### src/rtl/add_arbiter_pkg.sv
// Shared types and sizing helpers for the add_arbiter slice.
package add_arbiter_pkg;

  typedef enum logic [1:0] {
    IDLE = 2'd0,
    EXEC = 2'd1,
    RESP = 2'd2
  } state_t;

  localparam int DEF_W    = 16;
  localparam int DEF_NREQ = 4;

  // Index width for n requesters, never narrower than one bit.
  function automatic int id_width(input int n);
    return (n > 1) ? $clog2(n) : 1;
  endfunction

endpackage

### src/rtl/add_arbiter_rr_pick.sv
// Combinational round-robin picker: searches upward from last+1, wrapping modulo NREQ.
module rr_pick
  import add_arbiter_pkg::*;
#(
  parameter int NREQ = DEF_NREQ,
  parameter int IW   = id_width(NREQ)
) (
  input  logic [NREQ-1:0] req,
  input  logic [IW-1:0]   last,
  output logic [NREQ-1:0] gnt,
  output logic [IW-1:0]   idx,
  output logic            any
);

  logic [IW-1:0] cand;

  always_comb begin
    gnt  = '0;
    idx  = '0;
    any  = 1'b0;
    cand = '0;
    // Offset 1 is searched first so the previous winner has lowest priority.
    for (int i = 1; i <= NREQ; i++) begin
      cand = IW'((int'(last) + i) % NREQ);
      if (!any && req[cand]) begin
        any       = 1'b1;
        gnt[cand] = 1'b1;
        idx       = cand;
      end
    end
  end

endmodule

### src/rtl/add_arbiter.sv
// Round-robin arbiter sequencing one registered W-bit adder among NREQ requesters.
// Build option: ADD_ARBITER_SAT_EN saturates the sum to all ones on carry out.
module add_arbiter
  import add_arbiter_pkg::*;
#(
  parameter int NREQ = DEF_NREQ,
  parameter int W    = DEF_W
) (
  input  logic                      clk,
  input  logic                      rst,
  input  logic [NREQ-1:0]           req_valid,
  output logic [NREQ-1:0]           req_ready,
  input  logic [NREQ*W-1:0]         req_a,
  input  logic [NREQ*W-1:0]         req_b,
  output logic                      rsp_valid,
  input  logic                      rsp_ready,
  output logic [id_width(NREQ)-1:0] rsp_id,
  output logic [W-1:0]              rsp_sum,
  output logic                      rsp_carry,
  output logic                      busy,
  output state_t                    dbg_state
);

  localparam int IW = id_width(NREQ);

  // Handshakes: a transfer happens on a rising edge where valid && ready are both
  // high; req_ready is a one-hot accept strobe in IDLE only, rsp_* hold until taken.
  state_t          state, state_nxt;
  logic [W-1:0]    a_q, b_q, sel_a, sel_b, sum_res;
  logic [IW-1:0]   id_q, last_grant, pick_idx;
  logic [NREQ-1:0] pick_gnt;
  logic            pick_any;
  logic [W:0]      full_sum;

  rr_pick #(.NREQ(NREQ), .IW(IW)) u_pick (
    .req  (req_valid),
    .last (last_grant),
    .gnt  (pick_gnt),
    .idx  (pick_idx),
    .any  (pick_any)
  );

  always_comb begin
    sel_a = '0;
    sel_b = '0;
    for (int i = 0; i < NREQ; i++) begin
      if (pick_gnt[i]) begin
        sel_a = req_a[i*W +: W];
        sel_b = req_b[i*W +: W];
      end
    end
  end

  always_comb begin
    full_sum = {1'b0, a_q} + {1'b0, b_q};
`ifdef ADD_ARBITER_SAT_EN
    sum_res = full_sum[W] ? {W{1'b1}} : full_sum[W-1:0];
`else
    sum_res = full_sum[W-1:0];
`endif
  end

  always_ff @(posedge clk) begin
    if (rst) state <= IDLE;
    else     state <= state_nxt;
  end

  always_comb begin
    state_nxt = state;
    case (state)
      IDLE:    if (pick_any) state_nxt = EXEC;
      EXEC:    state_nxt = RESP;
      RESP:    if (rsp_valid && rsp_ready) state_nxt = IDLE;
      default: state_nxt = IDLE;
    endcase
  end

  always_comb begin
    req_ready = (state == IDLE) ? pick_gnt : '0;
    busy      = (state == EXEC) || (state == RESP);
    dbg_state = state;
  end

  always_ff @(posedge clk) begin
    if (rst) begin
      a_q        <= '0;
      b_q        <= '0;
      id_q       <= '0;
      last_grant <= IW'(NREQ - 1);
      rsp_valid  <= 1'b0;
      rsp_sum    <= '0;
      rsp_carry  <= 1'b0;
      rsp_id     <= '0;
    end else begin
      case (state)
        IDLE: if (pick_any) begin
          a_q  <= sel_a;
          b_q  <= sel_b;
          id_q <= pick_idx;
        end
        EXEC: begin
          rsp_sum   <= sum_res;
          rsp_carry <= full_sum[W];
          rsp_id    <= id_q;
          rsp_valid <= 1'b1;
        end
        RESP: if (rsp_valid && rsp_ready) begin
          rsp_valid  <= 1'b0;
          last_grant <= id_q;
        end
        default: ;
      endcase
    end
  end

endmodule

### config.mk
export PLATFORM = sky130hd
export DESIGN_NAME = add_arbiter
export DESIGN_NICKNAME = d
export VERILOG_FILES = /design/src/rtl/add_arbiter_pkg.sv /design/src/rtl/add_arbiter_rr_pick.sv /design/src/rtl/add_arbiter.sv
export SDC_FILE = /design/constraint.sdc
export NUM_CORES = 1
export LEC_CHECK = 0
export CAP_MARGIN = 15
export CORE_MARGIN = 1
export CORE_UTILIZATION = 46
export CTS_BUF_LIST = sky130_fd_sc_hd__clkbuf_4 sky130_fd_sc_hd__clkbuf_8
export DETAILED_ROUTE_END_ITERATION = 10
export PLACE_DENSITY = 0.83
export SLEW_MARGIN = 20
export SYNTH_ARGS = -nofsm -noshare
export SYNTH_HDL_FRONTEND = slang
export SYNTH_SLANG_ARGS = --single-unit
### constraint.sdc
create_clock -name clk -period 4.3 [get_ports clk]
set_input_delay 0.86 -clock clk [delete_from_list [all_inputs] [get_ports clk]]
set_output_delay 0.86 -clock clk [all_outputs]
set_load 0.01 [all_outputs]
# Word level (Yosys, flattened, before mapping)
# Cells that the tools add are included.
[word_totals] in_bits=135 regBits=58 output_inout_bits=27
[classes] muxes=42 n_lt_le_gt_ge=8 bitwise_logic=3 n_reduce_logical=18 n_addsub=5 n_eq_ne=4
[ops] cell="$mux W16" n=8
[ops] cell="$mux W4" n=5
[ops] cell="$add A16 B16 Y17" n=1
[ops] cell="$mux W1" n=13
[ops] cell="$lt A2 B3 Y1 const B" n=4
[ops] cell="$mux W2" n=6
[ops] cell="$or A4 B4 Y4" n=3
[ops] cell="$bmux W1 S2" n=4
[ops] cell="$demux W1 S2" n=4
[ops] cell="$ge A2 B1 Y1 const B" n=4
[ops] cell="$logic_and A1 B1 Y1" n=8
[ops] cell="$reduce_and A2 Y1" n=4
[ops] cell="$pmux W2 S3" n=1
[ops] cell="$add A2 B1 Y2 const B" n=2
[ops] cell="$add A2 B2 Y2 const B" n=2
[ops] cell="$ne A2 B2 Y1 const B" n=2
[ops] cell="$logic_not A1 Y1" n=3
[ops] cell="$eq A2 B1 Y1 const B" n=1
[ops] cell="$eq A2 B2 Y1 const B" n=1
[ops] cell="$logic_not A2 Y1" n=1
[ops] cell="$pmux W1 S2" n=1
[ops] cell="$reduce_bool A2 Y1" n=1
[ops] cell="$logic_or A1 B1 Y1" n=1

# Depth between registers and ports, before layout
# Gate-level depths: netlist of run 1.
[logic_depth] ltp_word=17 mapped_depth=13 ltp_nobuf=9

# Cells and area by module
# A second synthesis of run 1 with hierarchy kept.
[unflattened] cells_unflattened=543 hier_area_um2=4265.3
[modules_own_cells] mod="add_arbiter" n_inst=1 seq_area_each_um2=1161.1 cells_each=475 area_each_um2=3739.8
[modules_own_cells] mod="rr_pick" n_inst=1 seq_area_each_um2=0.0 cells_each=68 area_each_um2=525.5

# Least setup slack after synthesis of run 1
# Ideal clock, no wire load.
[synth_timing] kind="input -> output" start="input req_valid[3]" end="output req_ready[1]" arrival_time_ns=2.671 slack_ns=0.769 path_stages=8 path_buffers=3 t_required_ns=3.440 path_cell_list="buf_4 -> mux4_2 -> and2_0 -> a311o_1 -> a32o_1 -> buf_6 -> clkbuf_8 -> and2_1"
[synth_via] elab_chain_len=13 elab_cells_between_ends=25 classes_between="16 x mux; 3 x bitwise; 6 x reduce/logical"
[synth_lines] element="start: declaration" line="add_arbiter.sv:11" text="input logic [NREQ-1:0] req_valid,"
[synth_lines] element="$bmux W1 S2" line="add_arbiter_rr_pick.sv:25" text="if (!any && req[cand]) begin"
[synth_lines] element="$mux W1 (implied by the code)" line="add_arbiter_rr_pick.sv:25"
[synth_lines] element="$mux W1" line="add_arbiter_rr_pick.sv:25"
[synth_lines] element="$logic_not A1 Y1" line="add_arbiter_rr_pick.sv:25"
[synth_lines] element="$logic_and A1 B1 Y1" line="add_arbiter_rr_pick.sv:25"
[synth_lines] element="$mux W1" line="add_arbiter_rr_pick.sv:25"
[synth_lines] element="$logic_not A1 Y1" line="add_arbiter_rr_pick.sv:25"
[synth_lines] element="$logic_and A1 B1 Y1" line="add_arbiter_rr_pick.sv:25"
[synth_lines] element="$mux W1" line="add_arbiter_rr_pick.sv:25"
[synth_lines] element="$logic_not A1 Y1" line="add_arbiter_rr_pick.sv:25"
[synth_lines] element="$logic_and A1 B1 Y1" line="add_arbiter_rr_pick.sv:25"
[synth_lines] element="$mux W4 (*)" line="add_arbiter_rr_pick.sv:25"
[synth_lines] element="$mux W4 (*)" line="add_arbiter.sv:79" text="req_ready = (state == IDLE) ? pick_gnt : '0;"
[synth_lines] element="end: declaration" line="add_arbiter.sv:12" text="output logic [NREQ-1:0] req_ready,"
# Every way passes the cells marked *; elsewhere a longest branch is shown, timed or not. The select of a mux whose other input is x is not followed.

# Final worst setup path of run 1
[layout_timing] start="input req_valid[0]" end="output req_ready[1]"
# The elaborated chain is that of the path after synthesis.

==> results of run 1 <==
==> state kept, by name (all words and copies together), names as in the netlist <==
name,count
a_q,16
b_q,16
dbg_state,2
id_q,2
last_grant,2
rsp_carry,1
rsp_id,2
rsp_sum,16
rsp_valid,1
==> worst max-delay path by stage <==
stage,to,slack (ns),cells past startpoint
6_report,req_ready[1],0.08,7
5_1_grt,req_ready[1],0.006,7
2_1_floorplan,req_ready[1],0.77,8
3_3_place_gp,req_ready[1],0.06,6
3_5_place_dp,req_ready[1],0.04,6
4_1_cts,req_ready[2],0.03,8
==> power breakdown <==
| group | total, W | internal [W] | leakage (nW) | switching, W |
|---|---|---|---|---|
| logic | 0.000858 | 0.000440 | 1.79 | 0.000418 |
| clock network | 0.000625 | 0.000401 | 0.119 | 0.000224 |
| registers | 0.000690 | 0.000625 | 0.475 | 0.0000650 |
| total | 0.00217 | 0.00147 | 2.38 | 0.000706 |
==> layer usage <==
layer	wire length, um	up-vias
li1	-	1994
met1	5060	1995
met2	6310	177
met3	807	25
met4	292	0
met5	0	-
==> cell families (layout without fill, tap and decap cells) <==
group,after synthesis,count (layout),synth area share (%)
AO/OA/AOI/OAI,162,162,36.5
XOR/XNOR,13,13,2.68
buffers and inverters,43,201,6.61
adder cells (fa/ha/maj),28,28,8.44
multiplexers,21,21,6.02
flip-flops,58,58,27.4
AND/OR/NAND/NOR,115,115,12.4
==> placed cells by master, fill, tap and decap left out, types with 18 or more instances in the layout <==
cell type / count
a221oi_2: 30
nor2_1: 63
clkdlybuf4s50_1: 159
ha_1: 27
a21oi_1: 24
o31ai_2: 30
dfxtp_1: 57
mux2i_1: 18
a22oi_1: 32
==> final cells by class <==
| class | count | area [um2] |
|---|---|---|
| clock inverter | 6 | 114 |
| inverter | 8 | 30.0 |
| sequential | 58 | 1160 |
| clock buffer | 10 | 138 |
| tap | 108 | 135 |
| timing repair buffer | 177 | 1760 |
| fill | 681 | 2650 |
| multi-input combinational | 339 | 2820 |
==> worst max-delay path: cells and delay by family <==
kind	cells	cell delay [ns]
buffers and inverters	2	1.01
AO/OA/AOI/OAI	2	0.57
multiplexers	1	0.57
AND/OR/NAND/NOR	2	0.36
==> per-stage QoR <==
stage          total power, W  utilization, %  hold WS (ns)  instances
6_report              0.00217            69.9         0.495        706
5_1_grt               0.00229            69.9         0.523        706
4_1_cts               0.00218            69.9         0.494        706
3_5_place_dp          0.00155            67.0         0.488        690
3_3_place_gp          0.00152            66.9         0.472        689
2_1_floorplan         0.00121               -         0.464        440
==> tab_implementation.tex, run 1 <==
\begin{tabular}{lr}
\hline
Metric & Value \\
\hline
\multicolumn{2}{l}{\textbf{Setup path}} \\
\quad Arrival time worst endpoint & 3.36 ns \\
\quad Reg-to-reg slack, setup & 1.00 ns \\
\quad Endpoint class of the critical path & output port \\
\quad Most used cell along the critical path & clkdlybuf4s50\_1 \\
\quad Critical register-to-register path startpoint & last\_grant[0] \\
\quad Crit path launch type & primary input \\
\quad Slowest-stage cell, CP & mux4\_2 \\
\quad Source of the critical timing path & req\_valid[0] \\
\quad Classification of the worst setup path & in2out \\
\quad Biggest cell delay along the critical path & 0.57 ns \\
\quad Required arrival time at the worst endpoint & 3.44 ns \\
\quad Depth of the worst register-to-register path & 10 \\
\quad Series of cell instances along the critical path & clkdlybuf4s50\_1 -> mux4\_2 -> and2\_0 -> a311o\_1 -> a32o\_2 -> and2\_1 -> clkdlybuf4s50\_1 \\
\quad Worst reg2reg path endpoint & a\_q[0] \\
\quad Maximum fanout along the worst path & 7 \\
\multicolumn{2}{l}{\textbf{Place}} \\
\quad HPWL after DPL & 9800 um \\
\quad Number of buffers inserted by port buffering & 161 \\
\quad Post-placement cell area & 0.00590 mm2 \\
\quad Post-place setup slack & 0.0432 ns \\
\quad Global placement routability congestion & 0.923 \\
\multicolumn{2}{l}{\textbf{Timing}} \\
\quad Tmin final & 4.22 ns \\
\quad Number of max-slew violations in the final report & 0 \\
\quad Slew @ Worst Pin & 0.778 ns \\
\quad Unrepaired setup endpoints after global routing & no \\
\quad Post-route setup TNS & 0 ns \\
\quad Post-route worst setup slack & 0.0836 ns \\
\quad Clock Skews & 0.00912 ns \\
\quad Total count of hold-check failures in the final report & 0 \\
\quad Number of setup violations in the final report & 0 \\
\quad Relative slew slack & 48.1\% \\
\quad Final worst path period share & 98.1\% \\
\quad Peak Freq & 0.237 GHz \\
\multicolumn{2}{l}{\textbf{Synthesis}} \\
\quad Biggest area contributors in the synthesized netlist & dfxtp\_1, a221oi\_2, o31ai\_2 \\
\quad Leading cell type by number of instances after synthesis & nor2\_1 \\
\quad Count of distinct cell types in the synthesized netlist & 54 \\
\quad Post-Synthesis Mean Instance Area & 9.64 um2 \\
\quad Fraction of the yosys area taken by sequential cells & 27.4\% \\
\quad Predominant post-synthesis flop cell & dfxtp\_1 \\
\quad Flops \& latches, synth & 58 \\
\quad Number of nets produced by synthesis & 603 \\
\quad Cell taking the most area after synthesis & dfxtp\_1 \\
\quad Async SR Flop Fraction & 0\% \\
\quad Synth warn & 0 \\
\quad Area fraction of the dominant cell type after synthesis & 27.4\% \\
\quad Gate Count Post-Synth & 440 \\
\quad Cell types with the highest counts after synthesis & nor2\_1, dfxtp\_1, a22oi\_1 \\
\quad Area of the mapped netlist & 0.00424 mm2 \\
\quad Number of flops mapped to enable cells by yosys & 0 \\
\multicolumn{2}{l}{\textbf{Hold path}} \\
\quad Number of instances on the worst hold path & 2 \\
\quad HP Class & reg2reg \\
\quad Terminating pin of the worst hold path & rsp\_sum[11] \\
\quad Source of the worst hold timing path & rsp\_sum[11] \\
\multicolumn{2}{l}{\textbf{Outcome}} \\
\quad Result of the run & finished, violations left \\
\quad Failing checks & design-rule violations \\
\multicolumn{2}{l}{\textbf{Global routing}} \\
\quad Aggregate global routing overflow & 0 \\
\quad GRT busiest layer & met2 \\
\quad Met1 Usage GRT & 31.6\% \\
\quad First-pass GRT wire length & 20100 um \\
\quad Number of antenna violations at the first check in global routing & 0 \\
\quad Met3 track utilization from global routing & 5.51\% \\
\quad Largest net degree at the start of global routing & 34 \\
\quad GR Util All Layers & 26.4\% \\
\quad Met2 Usage GRT & 46.1\% \\
\quad Via count of the first global-routing pass & 4172 \\
\multicolumn{2}{l}{\textbf{Clock network}} \\
\quad Number of CTS-inserted buffers & 9 \\
\quad Deepest level of the CTS H-tree & 3 \\
\quad Clock-pin slew reported for the worst setup and hold paths after clock tree synthesis & 0.06 ns \\
\quad Hold buffer count at cts & 0 \\
\quad Post-CTS sizing & 0 \\
\quad Worst skew pair latency & 0.34 ns \\
\quad Postcts setup bufs & 0 \\
\quad Max Root-Sink Buffers & 2 \\
\quad Clk root buf & clkbuf\_8 \\
\quad Clock net sink count & 58 \\
\quad CTS tree & done \\
\multicolumn{2}{l}{\textbf{Floorplan}} \\
\quad Total core area & 0.00881 mm2 \\
\quad Total Die Area & 0.00961 mm2 \\
\quad Width of the chip & 98.0 um \\
\quad Row Count & 34 \\
\quad Initial Utilization & 48.2\% \\
\quad Chip Height & 98.0 um \\
\quad Number of I/O pins & 162 \\
\multicolumn{2}{l}{\textbf{Drt}} \\
\quad Antenna-violating nets left & 0 \\
\quad Number of search-and-repair iterations in the first detailed-routing pass & 8 \\
\quad Iter 0 DRT Violations & 194 \\
\quad Average wire per cell in the routed design & 17.7 um \\
\quad Via-per-instance ratio & 5.94 \\
\quad Total via count after detailed routing & 4191 \\
\quad Total Routed Length & 12500 um \\
\quad DRC Markers & 7 \\
\multicolumn{2}{l}{\textbf{Power and ir drop}} \\
\quad Static Leak & 2.38 nW \\
\quad Power density of the placed cells & 353 mW/mm2 \\
\quad IR drop worst, VDD & 0.183 mV \\
\multicolumn{2}{l}{\textbf{Final layout}} \\
\quad Final standard cell area without fillers & 0.00615 mm2 \\
\quad Final antenna diode count & 0 \\
\quad Final net count & 756 \\
\quad Area delta synth->final & 45.0\% \\
\quad Fraction of final layout cells sized beyond drive strength 1 & 17.6\% \\
\multicolumn{2}{l}{\textbf{Run}} \\
\quad Max-capacitance violation count & 0 \\
\hline
\end{tabular}
No activity file was read; power rests on OpenSTA's default activity.
==> inputs of run 2 (changes only) <==
--- a/config.mk
+++ b/config.mk
@@ -11,7 +11,6 @@
 export CTS_BUF_LIST = sky130_fd_sc_hd__clkbuf_4 sky130_fd_sc_hd__clkbuf_8
 export DETAILED_ROUTE_END_ITERATION = 10
 export PLACE_DENSITY = 0.83
-export SLEW_MARGIN = 20
 export SYNTH_ARGS = -nofsm -noshare
 export SYNTH_HDL_FRONTEND = slang
 export SYNTH_SLANG_ARGS = --single-unit
==> tab_implementation.tex, run 2 (synthesis results as in run 1) <==
\begin{tabular}{lr}
\hline
Metric & Value \\
\hline
\multicolumn{2}{l}{\textbf{Outcome}} \\
\quad Result of the run & finished, violations left \\
\quad Failing checks & design-rule violations \\
\multicolumn{2}{l}{\textbf{Timing}} \\
\quad Post-route worst setup slack & 0.0942 ns \\
\quad Number of setup violations in the final report & 0 \\
\quad Peak Freq & 0.238 GHz \\
\quad Total count of hold-check failures in the final report & 0 \\
\quad Clock Skews & 0.00795 ns \\
\quad Relative slew slack & 52.0\% \\
\quad Slew @ Worst Pin & 0.711 ns \\
\quad Unrepaired setup endpoints after global routing & no \\
\quad Number of max-slew violations in the final report & 0 \\
\quad Post-route setup TNS & 0 ns \\
\quad Final worst path period share & 97.8\% \\
\quad Tmin final & 4.21 ns \\
\multicolumn{2}{l}{\textbf{Final layout}} \\
\quad Fill cell total of the finished layout & 685 \\
\quad Fraction of final layout cells sized beyond drive strength 1 & 17.5\% \\
\quad Post-route core utilization & 69.6\% \\
\quad Registers with the highest flip-flop counts & a\_q x16, b\_q x16, rsp\_sum x16 \\
\quad Leading cell type in the layout, fill and taps excluded & clkdlybuf4s50\_1 \\
\quad Final antenna diode count & 0 \\
\quad Highest-count cells in the layout ignoring fill and taps & clkdlybuf4s50\_1, nor2\_1, dfxtp\_1 \\
\quad Final net count & 758 \\
\quad Final standard cell area without fillers & 0.00612 mm2 \\
\quad Area delta synth->final & 44.4\% \\
\multicolumn{2}{l}{\textbf{Place}} \\
\quad HPWL after DPL & 9760 um \\
\quad Number of buffers inserted by port buffering & 161 \\
\quad Global placement routability congestion & 0.923 \\
\quad Post-placement cell area & 0.00589 mm2 \\
\quad Post-place setup slack & 0.0222 ns \\
\multicolumn{2}{l}{\textbf{Floorplan}} \\
\quad Chip Height & 98.0 um \\
\quad Width of the chip & 98.0 um \\
\quad Initial Utilization & 48.2\% \\
\quad Number of I/O pins & 162 \\
\quad Row Count & 34 \\
\quad Total Die Area & 0.00961 mm2 \\
\quad Total core area & 0.00881 mm2 \\
\multicolumn{2}{l}{\textbf{Hold path}} \\
\quad Number of instances on the worst hold path & 2 \\
\quad Source of the worst hold timing path & rsp\_sum[11] \\
\quad Terminating pin of the worst hold path & rsp\_sum[11] \\
\quad HP Class & reg2reg \\
\multicolumn{2}{l}{\textbf{Setup path}} \\
\quad Biggest cell delay along the critical path & 0.55 ns \\
\quad Arrival time worst endpoint & 3.35 ns \\
\quad Critical register-to-register path startpoint & last\_grant[0] \\
\quad Required arrival time at the worst endpoint & 3.44 ns \\
\quad Reg-to-reg slack, setup & 0.85 ns \\
\quad Worst reg2reg path endpoint & b\_q[14] \\
\quad Classification of the worst setup path & in2out \\
\quad Maximum fanout along the worst path & 7 \\
\quad Depth of the worst register-to-register path & 10 \\
\quad Crit path launch type & primary input \\
\quad Slowest-stage cell, CP & mux4\_2 \\
\quad Cell family with most CP delay & buffers and inverters \\
\quad Endpoint class of the critical path & output port \\
\quad Series of cell instances along the critical path & clkdlybuf4s50\_1 -> mux4\_2 -> and2\_0 -> a311o\_1 -> a32o\_2 -> and2\_1 -> clkdlybuf4s50\_1 \\
\quad Most used cell along the critical path & clkdlybuf4s50\_1 \\
\quad Number of buffer and inverter instances along the worst setup path & 2 \\
\multicolumn{2}{l}{\textbf{Drt}} \\
\quad Number of search-and-repair iterations in the first detailed-routing pass & 8 \\
\quad Antenna-violating nets left & 0 \\
\quad Iter 0 DRT Violations & 229 \\
\quad Total via count after detailed routing & 4205 \\
\quad DRC Markers & 6 \\
\quad Total Routed Length & 12500 um \\
\quad Average wire per cell in the routed design & 17.7 um \\
\quad Via-per-instance ratio & 5.95 \\
\multicolumn{2}{l}{\textbf{Clock network}} \\
\quad Clk root buf & clkbuf\_8 \\
\quad Clock-pin slew reported for the worst setup and hold paths after clock tree synthesis & 0.06 ns \\
\quad CTS tree & done \\
\quad Deepest level of the CTS H-tree & 3 \\
\quad Worst skew pair latency & 0.33 ns \\
\quad Max Root-Sink Buffers & 2 \\
\quad Number of CTS-inserted buffers & 9 \\
\quad Clock net sink count & 58 \\
\multicolumn{2}{l}{\textbf{Global routing}} \\
\quad Aggregate global routing overflow & 0 \\
\quad First-pass GRT wire length & 20300 um \\
\quad Number of antenna violations at the first check in global routing & 0 \\
\quad Met1 Usage GRT & 32.5\% \\
\quad GR Util All Layers & 26.5\% \\
\quad Met3 track utilization from global routing & 4.58\% \\
\quad Largest net degree at the start of global routing & 34 \\
\quad GRT busiest layer & met2 \\
\quad Met2 Usage GRT & 45.6\% \\
\quad Via count of the first global-routing pass & 4231 \\
\multicolumn{2}{l}{\textbf{Power and ir drop}} \\
\quad Static Leak & 2.40 nW \\
\quad Power Total & 0.00208 W \\
\quad IR drop worst, VDD & 0.159 mV \\
\quad Power density of the placed cells & 340 mW/mm2 \\
\multicolumn{2}{l}{\textbf{Run}} \\
\quad Max-capacitance violation count & 0 \\
\hline
\end{tabular}
run 2: cell types whose count changed in the layout (fill, tap and decap cells not counted), sizes merged:
cell           change
clkinvlp           -2
dlymetal6s2s       +1
buf                +2
bufinv             -2
clkbuf             +3
clkdlybuf4s50      -1
run 2: routing by layer:
metal / vias to the layer above / share of wire (%)
li1: 2004 / -
met1: 1982 / 42
met2: 185 / 49
met3: 34 / 6.0
met4: 0 / 2.8
met5: - / 0
run 2: per-stage QoR:
step	instances	hold WS (ns)
final	707	0.493
after detailed placement	689	0.487
after global placement	689	0.472
after floorplan	440	0.464
after global routing	707	0.507
after CTS	704	0.496
run 2: repair_timing:
item                       4_1_cts  5_1_grt
setup endpoints to repair        0        2
hold buffers                     0        0
setup buffers                    0        2
gates resized for setup          0        5
run 2: cell type report:
| class | instances | area [um2] | area share (%) |
|---|---|---|---|
| Multi-Input combinational cell | 339 | 2820 | 46.0 |
| Timing Repair Buffer | 179 | 1770 | 29.0 |
| Sequential cell | 58 | 1160 | 19.0 |
| Clock buffer | 13 | 173 | 2.82 |
| Tap cell | 108 | 135 | 2.21 |
| Clock inverter | 2 | 35.0 | 0.572 |
| Inverter | 8 | 30.0 | 0.490 |
run 2: worst max path at each step:
stage | start | endpoint | slack (ns) | cells after the start
detailed placement | req_valid[2] | req_ready[2] | 0.02 | 8
global placement | req_valid[2] | req_ready[1] | 0.06 | 6
finish | req_valid[0] | req_ready[1] | 0.09 | 7
floorplan | req_valid[3] | req_ready[1] | 0.77 | 8
CTS | req_valid[2] | req_ready[2] | 0.004 | 8
global route | last_grant[0] | req_ready[1] | 0.0004 | 7
run 2: report_power, final:
| part | switching [W] | internal (W) |
|---|---|---|
| Combinational | 0.000418 | 0.000441 |
| Sequential | 0.0000651 | 0.000625 |
| Clock | 0.000213 | 0.000318 |
run 2: tightest hold or removal path, stage by stage (launching register included):
cell      delay [ns]
dfxtp_1         0.32
nor2_1          0.08
a311oi_1        0.05
==> inputs of run 3 (changes only) <==
==> constraint.sdc (replaced) <==
create_clock -name clk -period 4.5 [get_ports clk]
set_input_delay 0.9 -clock clk [delete_from_list [all_inputs] [get_ports clk]]
set_output_delay 0.9 -clock clk [all_outputs]
set_load 0.01 [all_outputs]
==> tab_implementation.tex, run 3 (synthesis results as in run 1) <==
\begin{tabular}{lr}
\hline
Metric & Value \\
\hline
\multicolumn{2}{l}{\textbf{Clock network}} \\
\quad Deepest level of the CTS H-tree & 3 \\
\quad Max Root-Sink Buffers & 2 \\
\quad Clock net sink count & 58 \\
\quad Postcts setup bufs & 0 \\
\quad Worst skew pair latency & 0.33 ns \\
\quad Post-CTS sizing & 0 \\
\quad Hold buffer count at cts & 0 \\
\quad Clock-pin slew reported for the worst setup and hold paths after clock tree synthesis & 0.06 ns \\
\quad Number of CTS-inserted buffers & 9 \\
\quad Clk root buf & clkbuf\_8 \\
\quad CTS tree & done \\
\multicolumn{2}{l}{\textbf{Timing}} \\
\quad Total count of hold-check failures in the final report & 0 \\
\quad Post-route setup TNS & 0 ns \\
\quad Slew @ Worst Pin & 0.637 ns \\
\quad Tmin final & 4.38 ns \\
\quad Relative slew slack & 56.9\% \\
\quad Peak Freq & 0.228 GHz \\
\quad Clock Skews & 0.00749 ns \\
\quad Unrepaired setup endpoints after global routing & no \\
\quad Number of max-slew violations in the final report & 0 \\
\quad Number of setup violations in the final report & 0 \\
\quad Worst slack on hold paths & 0.485 ns \\
\quad Post-route worst setup slack & 0.123 ns \\
\quad Final worst path period share & 97.3\% \\
\multicolumn{2}{l}{\textbf{Drt}} \\
\quad Total Routed Length & 12100 um \\
\quad Antenna-violating nets left & 0 \\
\quad Total via count after detailed routing & 4096 \\
\quad Via-per-instance ratio & 5.81 \\
\quad Iter 0 DRT Violations & 222 \\
\quad DRC Markers & 7 \\
\quad Average wire per cell in the routed design & 17.2 um \\
\quad Number of search-and-repair iterations in the first detailed-routing pass & 10 \\
\multicolumn{2}{l}{\textbf{Setup path}} \\
\quad Number of buffer and inverter instances along the worst setup path & 3 \\
\quad Required arrival time at the worst endpoint & 3.60 ns \\
\quad Crit path launch type & primary input \\
\quad Endpoint class of the critical path & output port \\
\quad Biggest cell delay along the critical path & 0.60 ns \\
\quad Series of cell instances along the critical path & clkdlybuf4s50\_1 -> mux4\_2 -> inv\_1 -> nand3\_1 -> a21oi\_1 -> a221o\_2 -> and2\_1 -> clkdlybuf4s50\_1 \\
\quad Classification of the worst setup path & in2out \\
\quad Arrival time worst endpoint & 3.48 ns \\
\quad Slowest-stage cell, CP & clkdlybuf4s50\_1 \\
\quad Cell family with most CP delay & buffers and inverters \\
\quad Maximum fanout along the worst path & 10 \\
\quad Most used cell along the critical path & clkdlybuf4s50\_1 \\
\quad Reg-to-reg slack, setup & 1.35 ns \\
\multicolumn{2}{l}{\textbf{Global routing}} \\
\quad Via count of the first global-routing pass & 3944 \\
\quad Aggregate global routing overflow & 0 \\
\quad Largest net degree at the start of global routing & 34 \\
\quad GR Util All Layers & 25.0\% \\
\quad Number of antenna violations at the first check in global routing & 0 \\
\quad First-pass GRT wire length & 19200 um \\
\multicolumn{2}{l}{\textbf{Floorplan}} \\
\quad Total Die Area & 0.00961 mm2 \\
\quad Initial Utilization & 48.2\% \\
\quad Chip Height & 98.0 um \\
\quad Total core area & 0.00881 mm2 \\
\quad Width of the chip & 98.0 um \\
\quad Number of I/O pins & 162 \\
\quad Row Count & 34 \\
\multicolumn{2}{l}{\textbf{Place}} \\
\quad Global placement routability congestion & 0.939 \\
\quad Post-place setup slack & 0.142 ns \\
\quad HPWL after DPL & 9630 um \\
\quad Placed cell count & 689 \\
\quad Number of buffers inserted by port buffering & 161 \\
\multicolumn{2}{l}{\textbf{Power and ir drop}} \\
\quad Net Switching & 0.000650 W \\
\quad Power density of the placed cells & 312 mW/mm2 \\
\quad Switching power share of the total & 34.3\% \\
\quad Internal power of the cells & 0.00125 W \\
\quad Seq pwr share & 34.7\% \\
\quad Static Leak & 2.35 nW \\
\quad Clock network power share & 22.2\% \\
\quad Combinational power share & 43.1\% \\
\quad IR drop worst, VDD & 0.158 mV \\
\multicolumn{2}{l}{\textbf{Final layout}} \\
\quad Post-Layout Cell Count & 705 \\
\quad Fill cell total of the finished layout & 702 \\
\quad Registers with the highest flip-flop counts & a\_q x16, b\_q x16, rsp\_sum x16 \\
\quad Fraction of final layout cells sized beyond drive strength 1 & 16.9\% \\
\quad Highest-count cells in the layout ignoring fill and taps & clkdlybuf4s50\_1, nor2\_1, dfxtp\_1 \\
\quad Final antenna diode count & 0 \\
\quad Area delta synth->final & 43.2\% \\
\quad Leading cell type in the layout, fill and taps excluded & clkdlybuf4s50\_1 \\
\quad Final net count & 756 \\
\multicolumn{2}{l}{\textbf{Outcome}} \\
\quad Result of the run & finished, violations left \\
\quad Failing checks & design-rule violations \\
\multicolumn{2}{l}{\textbf{Hold path}} \\
\quad HP Class & reg2reg \\
\multicolumn{2}{l}{\textbf{Run}} \\
\quad Max-capacitance violation count & 0 \\
\hline
\end{tabular}
run 3: cell types whose count changed in the layout (fill, tap and decap cells not counted):
cell and change:
buf_4 -2, bufinv_16 -1, clkbuf_8 -1, clkdlybuf4s50_1 +3, clkinv_2 +2, dlymetal6s2s_1 -3
mux4_1 +2, mux4_2 -2
run 3: worst paths after layout:
check / to / depth (start not counted) / start
setup / recovery: req_ready[2] / 8 / req_valid[2]
hold / removal: rsp_sum[12] / 2 / rsp_sum[12]
setup reg to reg: b_q[14] / 10 / last_grant[0]
hold reg to reg: rsp_sum[12] / 2 / rsp_sum[12]
run 3: per-stage QoR:
stage	area, um2	total power [W]	utilization (%)
after CTS	6060	0.00190	68.8
after detailed placement	5890	0.00148	66.9
final	6080	0.00190	69.0
after global placement	5890	0.00145	66.9
after global routing	6080	0.00200	69.0
after floorplan	4240	0.00116	-
run 3: tightest hold or removal path, cell delays in order (launching register included):
cell and delay [ns]:
dfxtp_1 0.31, nor2_1 0.08, a211oi_1 0.05
run 3: cell type report:
| class | count | area (um2) | area share (%) |
|---|---|---|---|
| inverters | 8 | 30.0 | 0.494 |
| clock buffers | 12 | 159 | 2.62 |
| flip-flops and latches | 58 | 1160 | 19.1 |
| clock inverters | 3 | 15.0 | 0.247 |
| well taps | 108 | 135 | 2.22 |
| repair buffers | 177 | 1750 | 28.8 |
| multi-input cells | 339 | 2820 | 46.5 |
run 3: per-layer routing:
metal  wire (um)  GRT usage (%)  vias up  part of all wire, %
met2        6030           43.0      148                   50
met1        5260           31.8     1935                   43
li1            -              -     1995                    -
met5           0              0        -                    0
met3         633           3.87       18                  5.2
met4         220           8.04        0                  1.8
run 3: power by group through the flow:
stage          registers (W)  logic [W]  clock network [W]
3_3_place_gp        0.000667   0.000787                  0
6_report            0.000659   0.000818           0.000422
5_1_grt             0.000669   0.000882           0.000448
2_1_floorplan       0.000662   0.000499                  0
4_1_cts             0.000660   0.000811           0.000428
3_5_place_dp        0.000670   0.000805                  0
